### src/rtl/controle_registrador.sv
// Round-robin write arbiter for one shared register.
// Four requesters share it; grants rotate fairly among them.
module controle_registrador #(
    parameter int LARGURA = 9
) (
    input  logic               clock,
    input  logic               reset,
    input  logic [3:0]         pedido,
    input  logic [LARGURA-1:0] dado0,
    input  logic [LARGURA-1:0] dado1,
    input  logic [LARGURA-1:0] dado2,
    input  logic [LARGURA-1:0] dado3,
    output logic               copie,
    output logic [LARGURA-1:0] entrada,
    output logic [3:0]         ack,
    output logic [1:0]         dono,
    output logic               valido,
    output logic               ocupado
);

    typedef enum logic [1:0] {
        OCIOSO  = 2'b00,
        CARREGA = 2'b01,
        ESPERA  = 2'b10
    } estado_t;

    estado_t    estado;
    estado_t    proximo;
    logic [1:0] ponteiro;
    logic [1:0] vencedor;
    logic [1:0] escolhido;
    logic [1:0] idx;
    logic       algum;

    // Scan from ponteiro downward in reverse so the nearest set bit wins last.
    always_comb begin
        escolhido = ponteiro;
        idx       = ponteiro;
        algum     = |pedido;
        for (int k = 3; k >= 0; k--) begin
            idx = ponteiro + 2'(k);
            if (pedido[idx]) begin
                escolhido = idx;
            end
        end
    end

    always_comb begin
        proximo = OCIOSO;
        unique case (estado)
            OCIOSO:  proximo = algum ? CARREGA : OCIOSO;
            CARREGA: proximo = ESPERA;
            ESPERA:  proximo = pedido[vencedor] ? ESPERA : OCIOSO;
            default: proximo = OCIOSO;
        endcase
    end

    always_ff @(posedge clock) begin
        if (reset) begin
            estado   <= OCIOSO;
            ponteiro <= 2'd0;
            vencedor <= 2'd0;
            dono     <= 2'd0;
            valido   <= 1'b0;
        end else begin
            estado <= proximo;
            if (estado == OCIOSO && algum) begin
                vencedor <= escolhido;
            end
            if (estado == CARREGA) begin
                dono   <= vencedor;
                valido <= 1'b1;
            end
            if (estado == ESPERA && !pedido[vencedor]) begin
                ponteiro <= vencedor + 2'd1;
            end
        end
    end

    always_comb begin
        copie   = (estado == CARREGA);
        ocupado = (estado != OCIOSO);
        entrada = '0;
        ack     = 4'b0000;
        if (estado == CARREGA) begin
            unique case (vencedor)
                2'd0:    entrada = dado0;
                2'd1:    entrada = dado1;
                2'd2:    entrada = dado2;
                default: entrada = dado3;
            endcase
        end
        if (estado == ESPERA) begin
            ack[vencedor] = 1'b1;
        end
    end

endmodule

### config.mk
export PLATFORM = sky130hd
export DESIGN_NAME = controle_registrador
export DESIGN_NICKNAME = d
export VERILOG_FILES = /design/src/rtl/controle_registrador.sv
export SDC_FILE = /design/constraint.sdc
export NUM_CORES = 1
export LEC_CHECK = 0
export BUFFER_PORTS_ARGS = -buffer_cell sky130_fd_sc_hd__buf_2
export CAP_MARGIN = 20
export CORE_UTILIZATION = 35
export CTS_BUF_LIST = sky130_fd_sc_hd__clkbuf_16
export DETAILED_ROUTE_END_ITERATION = 10
export HOLD_SLACK_MARGIN = 0.1
export PLACE_DENSITY_LB_ADDON = 0.2
export SLEW_MARGIN = 20
export SYNTH_ARGS = -nofsm -noshare
export SYNTH_HDL_FRONTEND = slang
export SYNTH_SLANG_ARGS = --single-unit
### constraint.sdc
create_clock -name clock -period 1.5 [get_ports clock]
set_input_delay 0.075 -clock clock [delete_from_list [all_inputs] [get_ports clock]]
set_output_delay 0.075 -clock clock [all_outputs]
set_load 0.01 [all_outputs]
==> summary.md, run 1 <==
| Metric | Value |
|---|---|
| DR WL/cell | `12.81 um` |
| Clock power frac | `0.409` |
| Critical path class | `flop to output port` |
| Remaining global-route overflow | `0` |
| Net Sw Frac | `0.2995` |
| Post-route ant nets | `0` |
| Chip Height | `49.61 um` |
| Vias in the first global route | `approximately 900` |
| Vias | `slightly above 1000` |
| Routed Wire Length | `2511 um` |
| Core area | `0.002042 sq mm` |
| GPL Wtd Cong | `0.8925` |
| Worst vdd ir | `between 0.6 and 0.7 mV` |
| Status | `finished with violations` |
| Critical Path RT | `roughly 1400 ps` |
| All-layer global routing usage | `0.1963` |
| Multiplexer share of the synthesized area | `0.05836` |
| Rows | `16` |
| Pwr dens | `between 800 and 900 mW/mm^2` |
| Worst-path fanout max | `10` |
| Hpwl dp | `1857 um` |
| N_diodes | `0` |
| Number of port buffers | `59` |
| Total Nets Final | `217` |
| Largest net degree at the start of global routing | `19` |
| Share of the synthesized area in the top cell type | `0.2271` |
| Post-synthesis simple-gate area fraction | `0.2666` |
| Iter 0 DRT Violations | `57` |
| Share of cells above drive strength 1 | `0.4852` |
| Synth top cells by count | `nor2_1, a21oi_1, a222oi_1, dfxtp_1` |
| Overall Power | `1.140 mW` |
| Drt drc | `0` |
| IO Count | `60` |
| RSZ-0062 raised after global routing | `yes` |
| Reg clk slew, reported paths | `40 ps` |
| Final Setup Violations | `9` |
| Avg Cell Area, Syn | `approximately 7.3 sq um` |
| Vias per cell | `approximately 5.2` |
| Root Buffer | `clkbuf_16` |
| Sequential power share | `0.243` |
| Most frequent cell after synthesis | `nor2_1` |
| First-pass detailed-route iteration total | `5` |
| Max Freq | `576.7 MHz` |
| Synth area leader | `dfxtp_1` |
| Worst setup margin | `-233.9 ps` |
| Layout area overhead | `62.78%` |
| FILL cells | `approximately 180` |
| Max_cap viols | `0` |
| Top cells by area, synth | `dfxtp_1, nor2_1, a222oi_1` |
| EDFF count, synth | `0` |
| XOR/XNOR Fraction of Synth Area | `0` |
| Ys flop type | `dfxtp_1` |
| Largest family of logic cells by synthesized area | `compound AO/OA/AOI/OAI gates` |
| Register Area | `187.7 sq um` |
| # clock sinks | `9` |
| Initial antenna violation count | `0` |
| Leakage | `0.6270 nW` |
| Final worst path period need | `approximately 1700 ps` |
| Synth Warn # | `0` |
| FF+latch count, synth | `9` |
| Initial Util | `0.3885` |
| Placed cell area | `0.001119 sq mm` |
| Share of total power in combinational logic | `0.348` |
| Yosys cell types | `26` |
| Die ar. | `between 0.002 and 0.0025 sq mm` |
| CP Data Arrival Time | `1660 ps` |
| Sw Pwr | `about 340 uW` |
| TNS Setup | `-1714 ps` |
| P_int | `798.7 uW` |
| Adder-cell share of the synthesized area | `0.07886` |
| Die W | `between 40 and 50 um` |
| Post-synthesis sequential area ratio | `0.2271` |
| Place WS | `-149.8 ps` |
| HP Class | `input pin to flop` |
| Share of flip-flops with an asynchronous set or reset | `0` |
| Relative slew margins | `0.6795` |
| First-pass GRT wire length | `3884 um` |
| CTS tree | `built` |
| Final Max Tran Viols | `0` |
| CP Capture Type | `output port` |
| Post-Synthesis Cells | `108` |
| Final instance area | `between 0.001 and 0.0015 sq mm` |
| Latest clock arrival within the worst-skew pair | `230 ps` |
| Crit share post-route | `1.156` |
| Max H-tree Level | `1` |
| Syn_nets | `around 160` |
| Mapped cell area | `793.3 sq um` |
| Worst-margin pin slew | `475.5 ps` |
| Failing checks | `setup timing` |
| Hold_ws | `roughly 160 ps` |
| Hold buffers post-CTS | `0` |
| Longest Clk Path Bufs | `2` |
| Synth Area in Compound Gates | `0.3107` |
| Area of the multi-input gates | `approximately 630 sq um` |
| Clk_skew | `5.756 ps` |
| Worst setup SP type | `flop` |
| Final Hold Viols | `0` |
| Cts bufs inserted | `3` |
[power by group through the flow]
stage | logic, mW | clock network (mW) | registers, mW
after floorplan | 0.205 | 0 | 0.283
after global placement | 0.347 | 0 | 0.278
after detailed placement | 0.351 | 0 | 0.279
after CTS | 0.373 | 0.472 | 0.279
after global routing | 0.439 | 0.486 | 0.280
final | 0.396 | 0.467 | 0.277
[worst max-delay path, cell delays in order, from the launching register on]
cell      delay [ps]
dfxtp_4          350
buf_4            140
ha_4             190
a222oi_1         360
nor2_1            70
a21oi_1          120
nor2_1            40
buf_2            140
[final cells by class]
type,instances,share of cell area
multi-input combinational,87,0.4903
timing repair buffer,64,0.2607
sequential,9,0.1453
tap,27,0.02616
inverter,5,0.01647
clock buffer,3,0.05814
clock inverter,1,0.002907
[metal layers]
metal / up-vias / GRT usage / routed length, um
met5: - / 0 / 0
li1: 514 / - / -
met3: 0 / 0.02160 / 150
met4: 0 / 0.03333 / 0
met1: 461 / 0.2560 / 1121
met2: 53 / 0.3468 / 1239
[cells in the final DEF, fill, tap and decap left out, drive strengths merged]
cell / instances
buf: 64
nor2: 29
a21oi: 13
a222oi: 9
dfxtp: 9
inv: 6
ha: 5
and2: 4
nand2: 4
nand2b: 4
nand3b: 3
clkbuf: 3
a211oi: 3
mux2: 2
mux2i: 2
o21ai: 2
o41ai: 2
nor2b: 1
o32ai: 1
or3b: 1
o22ai: 1
a21boi: 1
[sequential cells by signal, summed over array words and instances, names as in the netlist]
signal	cells
ponteiro	2
dono	2
estado	2
vencedor	2
valido	1
[metrics by stage]
stage               cells  utilization
global route          196       0.6324
CTS                   194       0.6152
detailed placement    190       0.5478
global placement      190       0.5478
floorplan             108            -
finish                196       0.6324
[what timing repair did]
action	4_1_cts	5_1_grt
endpoints found under the setup margin	9	12
pin swaps	4	7
endpoints found under the hold margin	0	0
gates resized for setup	14	7
setup buffers	0	3
gates cloned	0	0
[path summary, 6_finish.rpt]
| check | startpoint | end | slack (ps) | depth (start not counted) |
|---|---|---|---|---|
| worst max-delay path | vencedor[0] | entrada[7] | -230 | 7 |
| worst min-delay path | reset | ponteiro[0] | 160 | 2 |
| worst max register to register | vencedor[1] | ponteiro[1] | 10 | 5 |
| worst min register to register | dono[1] | dono[1] | 460 | 2 |
[cells by family (layout without fill, tap and decap cells)]
logic type | count (synthesis) | after routing
and+or+nand+nor | 46 | 46
AOI/OAI and AO/OA | 32 | 32
buffers and inverters | 12 | 73
DFF | 9 | 9
adders and majority gates | 5 | 5
muxes | 4 | 4
Note: power is estimated with default switching activity, not from simulation.
==> run 2: changes to the inputs <==
--- a/config.mk
+++ b/config.mk
@@ -13,4 +13,5 @@
 export HOLD_SLACK_MARGIN = 0.1
 export PLACE_DENSITY_LB_ADDON = 0.2
+export SETUP_SLACK_MARGIN = 0.2
 export SLEW_MARGIN = 20
 export SYNTH_ARGS = -nofsm -noshare
==> constraint.sdc (replaced) <==
create_clock -name clock -period 1.5 [get_ports clock]
set_input_delay 0.075 -clock clock [delete_from_list [all_inputs] [get_ports clock]]
set_output_delay 0.075 -clock clock [all_outputs]
set_load 0.005 [all_outputs]
==> run 2 against run 1 <==
The run still ends with setup timing left. Non-clock buffer count stayed put. Routed wire length is 2.0% lower. First-iteration DRC count is 12% higher. Register-to-register slack hardly changed. Fmax is 1.9% higher. Combinational power is 4% lower. Total power is 1.5% lower. Utilization stayed put. Cell count stayed put. Hold slack better by 4.8 ps.
==> summary.md, run 2 (synthesized netlist as in run 1, its figures left out) <==
| Metric | Value |
|---|---|
| Clk_skew | `3.263 ps (was 5.756 ps)` |
| Rows | `16 (unchanged)` |
| Vias per cell | `5.291 (was 5.245)` |
| Total Nets Final | `217 (unchanged)` |
| Fin cells | `196 (unchanged)` |
| Final Hold Viols | `0 (unchanged)` |
| Pwr dens | `869.9 mW/mm^2 (was 883.1 mW/mm^2)` |
| Iter 0 DRT Violations | `64 (was 57)` |
| Hold_sp | `reset (unchanged)` |
| Sequential power share | `0.249 (was 0.243)` |
| R2R cell count | `5 (unchanged)` |
| HP Class | `input pin to flop (unchanged)` |
| Hold_ws | `161.8 ps (was 157.0 ps)` |
| Leakage | `0.6248 nW (was 0.6270 nW)` |
| Worst setup margin | `-202.2 ps (was -233.9 ps)` |
| Cells after DPL | `192 (was 190)` |
| First-pass GRT wire length | `3898 um (was 3884 um)` |
| CP Capture Type | `output port (unchanged)` |
| Worst-margin pin slew | `456.8 ps (was 475.5 ps)` |
| Layout area overhead | `62.78% (unchanged)` |
| Post-CTS setup buffer count | `0 (unchanged)` |
| Post-route ant nets | `0 (unchanged)` |
| GPL Wtd Cong | `0.8732 (was 0.8925)` |
| Final worst path period need | `1702 ps (was 1734 ps)` |
| Final Max Tran Viols | `0 (unchanged)` |
| Reg clk slew, reported paths | `40 ps (about the same)` |
| Die ar. | `0.002461 sq mm (unchanged)` |
| P_int | `799.1 uW (was 798.7 uW)` |
| R2R Path End | `ponteiro[1] (unchanged)` |
| RSZ-0062 raised after global routing | `yes (unchanged)` |
| Failing checks | `setup timing (unchanged)` |
| CP Data Arrival Time | `1630 ps (was 1660 ps)` |
| Drt drc | `0 (unchanged)` |
| Worst vdd ir | `0.6298 mV (was 0.6659 mV)` |
| Max H-tree Level | `1 (unchanged)` |
| Die W | `49.61 um (unchanged)` |
| # clock sinks | `9 (unchanged)` |
| Initial antenna violation count | `0 (unchanged)` |
| Vias in the first global route | `903 (was 904)` |
| Chip Height | `49.61 um (unchanged)` |
| Longest Clk Path Bufs | `2 (unchanged)` |
| Commonest cells after routing, fill and taps aside | `buf_2, nor2_1, a21oi_1, a222oi_1, dfxtp_1 (unchanged)` |
| CTS tree | `built (unchanged)` |
| Sw Pwr | `324.1 uW (was 341.5 uW)` |
| First-pass detailed-route iteration total | `7 (was 5)` |
| Crit share post-route | `1.135 (was 1.156)` |
| All-layer global routing usage | `0.2019 (was 0.1963)` |
| Most common cell after layout, fill and taps aside | `buf_2 (unchanged)` |
| Relative slew margins | `0.6921 (was 0.6795)` |
| Remaining global-route overflow | `0 (unchanged)` |
| FF-to-FF setup slack | `20 ps (was 10 ps)` |
| N_diodes | `0 (unchanged)` |
| Net Sw Frac | `0.2886 (was 0.2995)` |
| Final instance area | `0.001291 sq mm (unchanged)` |
| Share of total power in combinational logic | `0.339 (was 0.348)` |
| Max Freq | `587.5 MHz (was 576.7 MHz)` |
| Clock power frac | `0.412 (was 0.409)` |
| Core area | `0.002042 sq mm (unchanged)` |
| Critical Path RT | `1420 ps (about the same)` |
| Hold Crit Endpoint | `ponteiro[0] (unchanged)` |
| Critical path class | `flop to output port (unchanged)` |
| Vias | `1037 (was 1028)` |
| Share of cells above drive strength 1 | `0.5089 (was 0.4852)` |
| IO Count | `60 (unchanged)` |
| Routed Wire Length | `2460 um (was 2511 um)` |
| Final Setup Violations | `9 (unchanged)` |
| Cts bufs inserted | `3 (unchanged)` |
| Latest clock arrival within the worst-skew pair | `230 ps (about the same)` |
| Worst-path fanout max | `10 (unchanged)` |
| Initial Util | `0.3885 (unchanged)` |
| Max_cap viols | `0 (unchanged)` |
| Hold Path Depth | `2 (unchanged)` |
| Number of port buffers | `59 (unchanged)` |
| Largest net degree at the start of global routing | `19 (unchanged)` |
| Status | `finished with violations (unchanged)` |
| Hpwl dp | `1893 um (was 1857 um)` |
| Root Buffer | `clkbuf_16 (unchanged)` |
| Worst setup SP type | `flop (unchanged)` |
| Placed cell area | `0.001152 sq mm (was 0.001119 sq mm)` |
| Hold buffers post-CTS | `0 (unchanged)` |
| Worst r2r src | `vencedor[0] (was vencedor[1])` |
| DR WL/cell | `12.55 um (was 12.81 um)` |
[run 2: cell type report]
type | count | area [sq um]
Multi-Input combinational cell | 87 | 633.1
Tap cell | 27 | 33.78
Clock buffer | 3 | 75.07
Clock inverter | 1 | 3.754
Inverter | 5 | 23.77
Fill cell | 182 | 750.7
Timing Repair Buffer | 64 | 332.8
Sequential cell | 9 | 188.9
[run 2: what timing repair did]
action | CTS | global route
hold endpoints to repair | 0 | 0
setup endpoints to repair | 13 | 17
pin swaps | 5 | 7
resized for setup | 10 | 5
gates cloned | 0 | 0
[run 2: how the worst max path moves through the flow]
stage                      startpoint    endpoint  slack [ps]  cells past startpoint
after floorplan           vencedor[0]  entrada[7]         150                      7
after global placement    vencedor[0]  entrada[4]          -2                      7
after detailed placement  vencedor[0]  entrada[1]         -10                      6
after CTS                 vencedor[1]  entrada[6]        -160                      7
after global routing      vencedor[0]  entrada[6]        -270                      7
final                     vencedor[0]  entrada[6]        -200                      7
[run 2: per-layer routing]
metal,wire (um),track usage,vias to the layer above,share of wire
met5,0,0,-,0
met4,0,0.05238,0,0
met3,209,0.04630,0,0.085
li1,-,-,516,-
met2,1208,0.3491,53,0.49
met1,1042,0.2481,468,0.42
[run 2: per-stage QoR]
step	total power [mW]	util	setup slack, ps	TNS, ps
after CTS	1.119	0.6256	-161.4	-1119
after global routing	1.192	0.6324	-269.2	-2177
after detailed placement	0.6265	0.5643	-14.44	-26.49
final	1.123	0.6324	-202.2	-1153
after global placement	0.6213	0.5643	-1.831	-1.831
after floorplan	0.4823	-	150.4	0
[run 2: critical path: stages, from the launching register on]
cell and delay (ps):
dfxtp_4 360, inv_4 50, ha_4 180, a222oi_1 430, nor2_1 70, a21oi_1 130
nor2_1 50, buf_2 120
[run 2: power by group through the flow]
stage | Clock, mW | Sequential [mW] | Combinational [mW]
after floorplan | 0 | 0.282 | 0.200
after global placement | 0 | 0.278 | 0.344
after detailed placement | 0 | 0.279 | 0.348
after CTS | 0.468 | 0.277 | 0.373
after global routing | 0.486 | 0.284 | 0.422
final | 0.463 | 0.280 | 0.381
==> run 3: changes to the inputs <==
- CORE_UTILIZATION: 35 -> 42
- PLACE_DENSITY: default -> 0.95
- PLACE_DENSITY_LB_ADDON: 0.2 -> default
- clock period: 1.5 -> 2.03 ns (I/O delays scaled with it)
==> run 3 against run 2 <==
The run now ends clean. Total power decreased by 27%. Clock skew increased by 1.1 ps. Hold slack improved by 14 ps. Setup slack improved by 450 ps. Die area decreased by 16%. Critical path depth unchanged. First-iteration DRC count increased by 9.4%. Clock power decreased by 25%. Clock-buffer cell count unchanged. Combinational power decreased by 30%. Sequential share of layout area increased by 0.67 points. Highest routed layer is now met4.
==> summary.md, run 3 (synthesized netlist as in run 1, its figures left out) <==
| Metric | Value |
|---|---|
| Clk_skew | `4.357 ps (was 3.263 ps)` |
| Vias | `1082 (was 1037)` |
| Leakage | `0.6111 nW (was 0.6248 nW)` |
| Total Nets Final | `215 (was 217)` |
| All-layer global routing usage | `0.2383 (was 0.2019)` |
| IO Count | `60 (unchanged)` |
| Hpwl dp | `1973 um (was 1893 um)` |
| Worst vdd ir | `0.4846 mV (was 0.6298 mV)` |
| CP Data Arrival Time | `1680 ps (was 1630 ps)` |
| Cell Chain, Critical Path | `inv_2, ha_4, a222oi_1, nor2_1, a21oi_1, nor2_1, buf_2 (was inv_4, ha_4, a222oi_1, nor2_1, a21oi_1, nor2_1, buf_2)` |
| Worst setup margin | `248.6 ps (was -202.2 ps)` |
| Drt drc | `0 (unchanged)` |
| Core area | `0.001745 sq mm (was 0.002042 sq mm)` |
| Final Hold Viols | `0 (unchanged)` |
| Final Setup Violations | `0 (was 9)` |
| Commonest cells after routing, fill and taps aside | `buf_2, nor2_1, a21oi_1, a222oi_1, dfxtp_1 (unchanged)` |
| R2R cell count | `5 (unchanged)` |
| Delay-heaviest family, CP | `compound AO/OA/AOI/OAI gates (unchanged)` |
| Relative slew margins | `0.6525 (was 0.6921)` |
| Latest clock arrival within the worst-skew pair | `240 ps (was 230 ps)` |
| Pwr dens | `667.2 mW/mm^2 (was 869.9 mW/mm^2)` |
| Worst-margin pin slew | `521.2 ps (was 456.8 ps)` |
| Place WS | `203.9 ps (was -14.44 ps)` |
| First-pass GRT wire length | `3601 um (was 3898 um)` |
| Share of cells above drive strength 1 | `0.4611 (was 0.5089)` |
| Die ar. | `0.002067 sq mm (was 0.002461 sq mm)` |
| Longest Clk Path Bufs | `2 (unchanged)` |
| # clock sinks | `9 (unchanged)` |
| CTS tree | `built (unchanged)` |
| Post-route ant nets | `0 (unchanged)` |
| Reg clk slew, reported paths | `40 ps (about the same)` |
| Hold buffers post-CTS | `0 (unchanged)` |
| Slowest stage cell on the critical path | `dfxtp_4 (was a222oi_1)` |
| WP buf/inv | `2 (unchanged)` |
| Worst-path fanout max | `10 (unchanged)` |
| Most common cell after layout, fill and taps aside | `buf_2 (unchanged)` |
| Remaining global-route overflow | `0 (unchanged)` |
| CP peak stage delay | `380 ps (was 430 ps)` |
| Crit share post-route | `0.8776` |
| Chip Height | `45.46 um (was 49.61 um)` |
| Rows | `15 (was 16)` |
| GPL Wtd Cong | `0.8169 (was 0.8732)` |
| N_diodes | `0 (unchanged)` |
| First-pass detailed-route iteration total | `5 (was 7)` |
| CP dominant cell by count | `nor2_1 (unchanged)` |
| Vias in the first global route | `867 (was 903)` |
| Critical path class | `flop to output port (unchanged)` |
| Initial Util | `0.4545 (was 0.3885)` |
| Status | `finished, final reports clean (was finished with violations)` |
| Largest net degree at the start of global routing | `19 (unchanged)` |
| HP Class | `input pin to flop (unchanged)` |
| Root Buffer | `clkbuf_16 (unchanged)` |
| FF-to-FF setup slack | `510 ps (was 20 ps)` |
| Max Freq | `between 500 and 600 MHz` |
| Layout area overhead | `54.57% (was 62.78%)` |
| Routed Wire Length | `2595 um (was 2460 um)` |
| Iter 0 DRT Violations | `70 (was 64)` |
| Final instance area | `0.001226 sq mm (was 0.001291 sq mm)` |
| Number of port buffers | `59 (unchanged)` |
| Max H-tree Level | `1 (unchanged)` |
| Final Max Tran Viols | `0 (unchanged)` |
| Initial antenna violation count | `0 (unchanged)` |
| Placed cell area | `0.001100 sq mm (was 0.001152 sq mm)` |
| Final worst path period need | `1781 ps` |
| CP Capture Type | `output port (unchanged)` |
| Critical Path RT | `1930 ps (was 1420 ps)` |
| Die W | `45.46 um (was 49.61 um)` |
| Cts bufs inserted | `3 (unchanged)` |
| FILL cells | `135 (was 182)` |
| Vias per cell | `5.635 (was 5.291)` |
| WP depth | `7 (unchanged)` |
| DR WL/cell | `13.52 um (was 12.55 um)` |
| Max_cap viols | `0 (unchanged)` |
| RSZ-0062 raised after global routing | `yes (unchanged)` |
| Worst setup SP type | `flop (unchanged)` |
| TNS Setup | `0 ps (was -1153 ps)` |
| Hold Path Depth | `2 (unchanged)` |
-- run 3: per-layer routing --
metal,track usage,vias up,wire length (um)
met3,0.04365,5,252
li1,-,513,-
met2,0.4486,71,1319
met5,0,-,0
met4,0.07273,0,34
met1,0.2651,493,987
-- run 3: worst paths after layout --
kind,startpoint,to
worst max-delay path,vencedor[1],entrada[2]
worst min-delay path,reset,ponteiro[0]
worst max register to register,vencedor[1],ponteiro[1]
worst min register to register,dono[1],dono[1]
-- run 3: where the power goes --
group | internal (mW) | switching (mW)
sequential | 0.191 | 0.0152
clock | 0.258 | 0.0886
combinational | 0.129 | 0.137
-- run 3: timing repair --
action	4_1_cts	5_1_grt
endpoints found under the hold margin	0	0
setup endpoints to repair	9	7
pin swaps	1	4
setup buffers	0	2
cloned	0	0
resized for setup	10	1
-- run 3: area by class of cell --
cell class	count	area (sq um)	share of cell area
multi-input cells	87	594.3	0.4847
repair buffers	62	315.3	0.2571
flip-flops and latches	9	187.7	0.1531
clock buffers	3	75.07	0.06122
well taps	25	31.28	0.02551
inverters	5	18.77	0.01531
clock inverters	1	3.754	0.003061
-- run 3: through the flow --
stage / hold slack [ps] / cells / power, mW / util
after floorplan: 263.8 / 108 / 0.3484 / -
after global placement: 409.0 / 186 / 0.4433 / 0.6301
after detailed placement: 419.9 / 186 / 0.4541 / 0.6301
after CTS: 175.1 / 190 / 0.8157 / 0.6939
after global routing: 189.2 / 192 / 0.8603 / 0.7025
final: 175.5 / 192 / 0.8181 / 0.7025
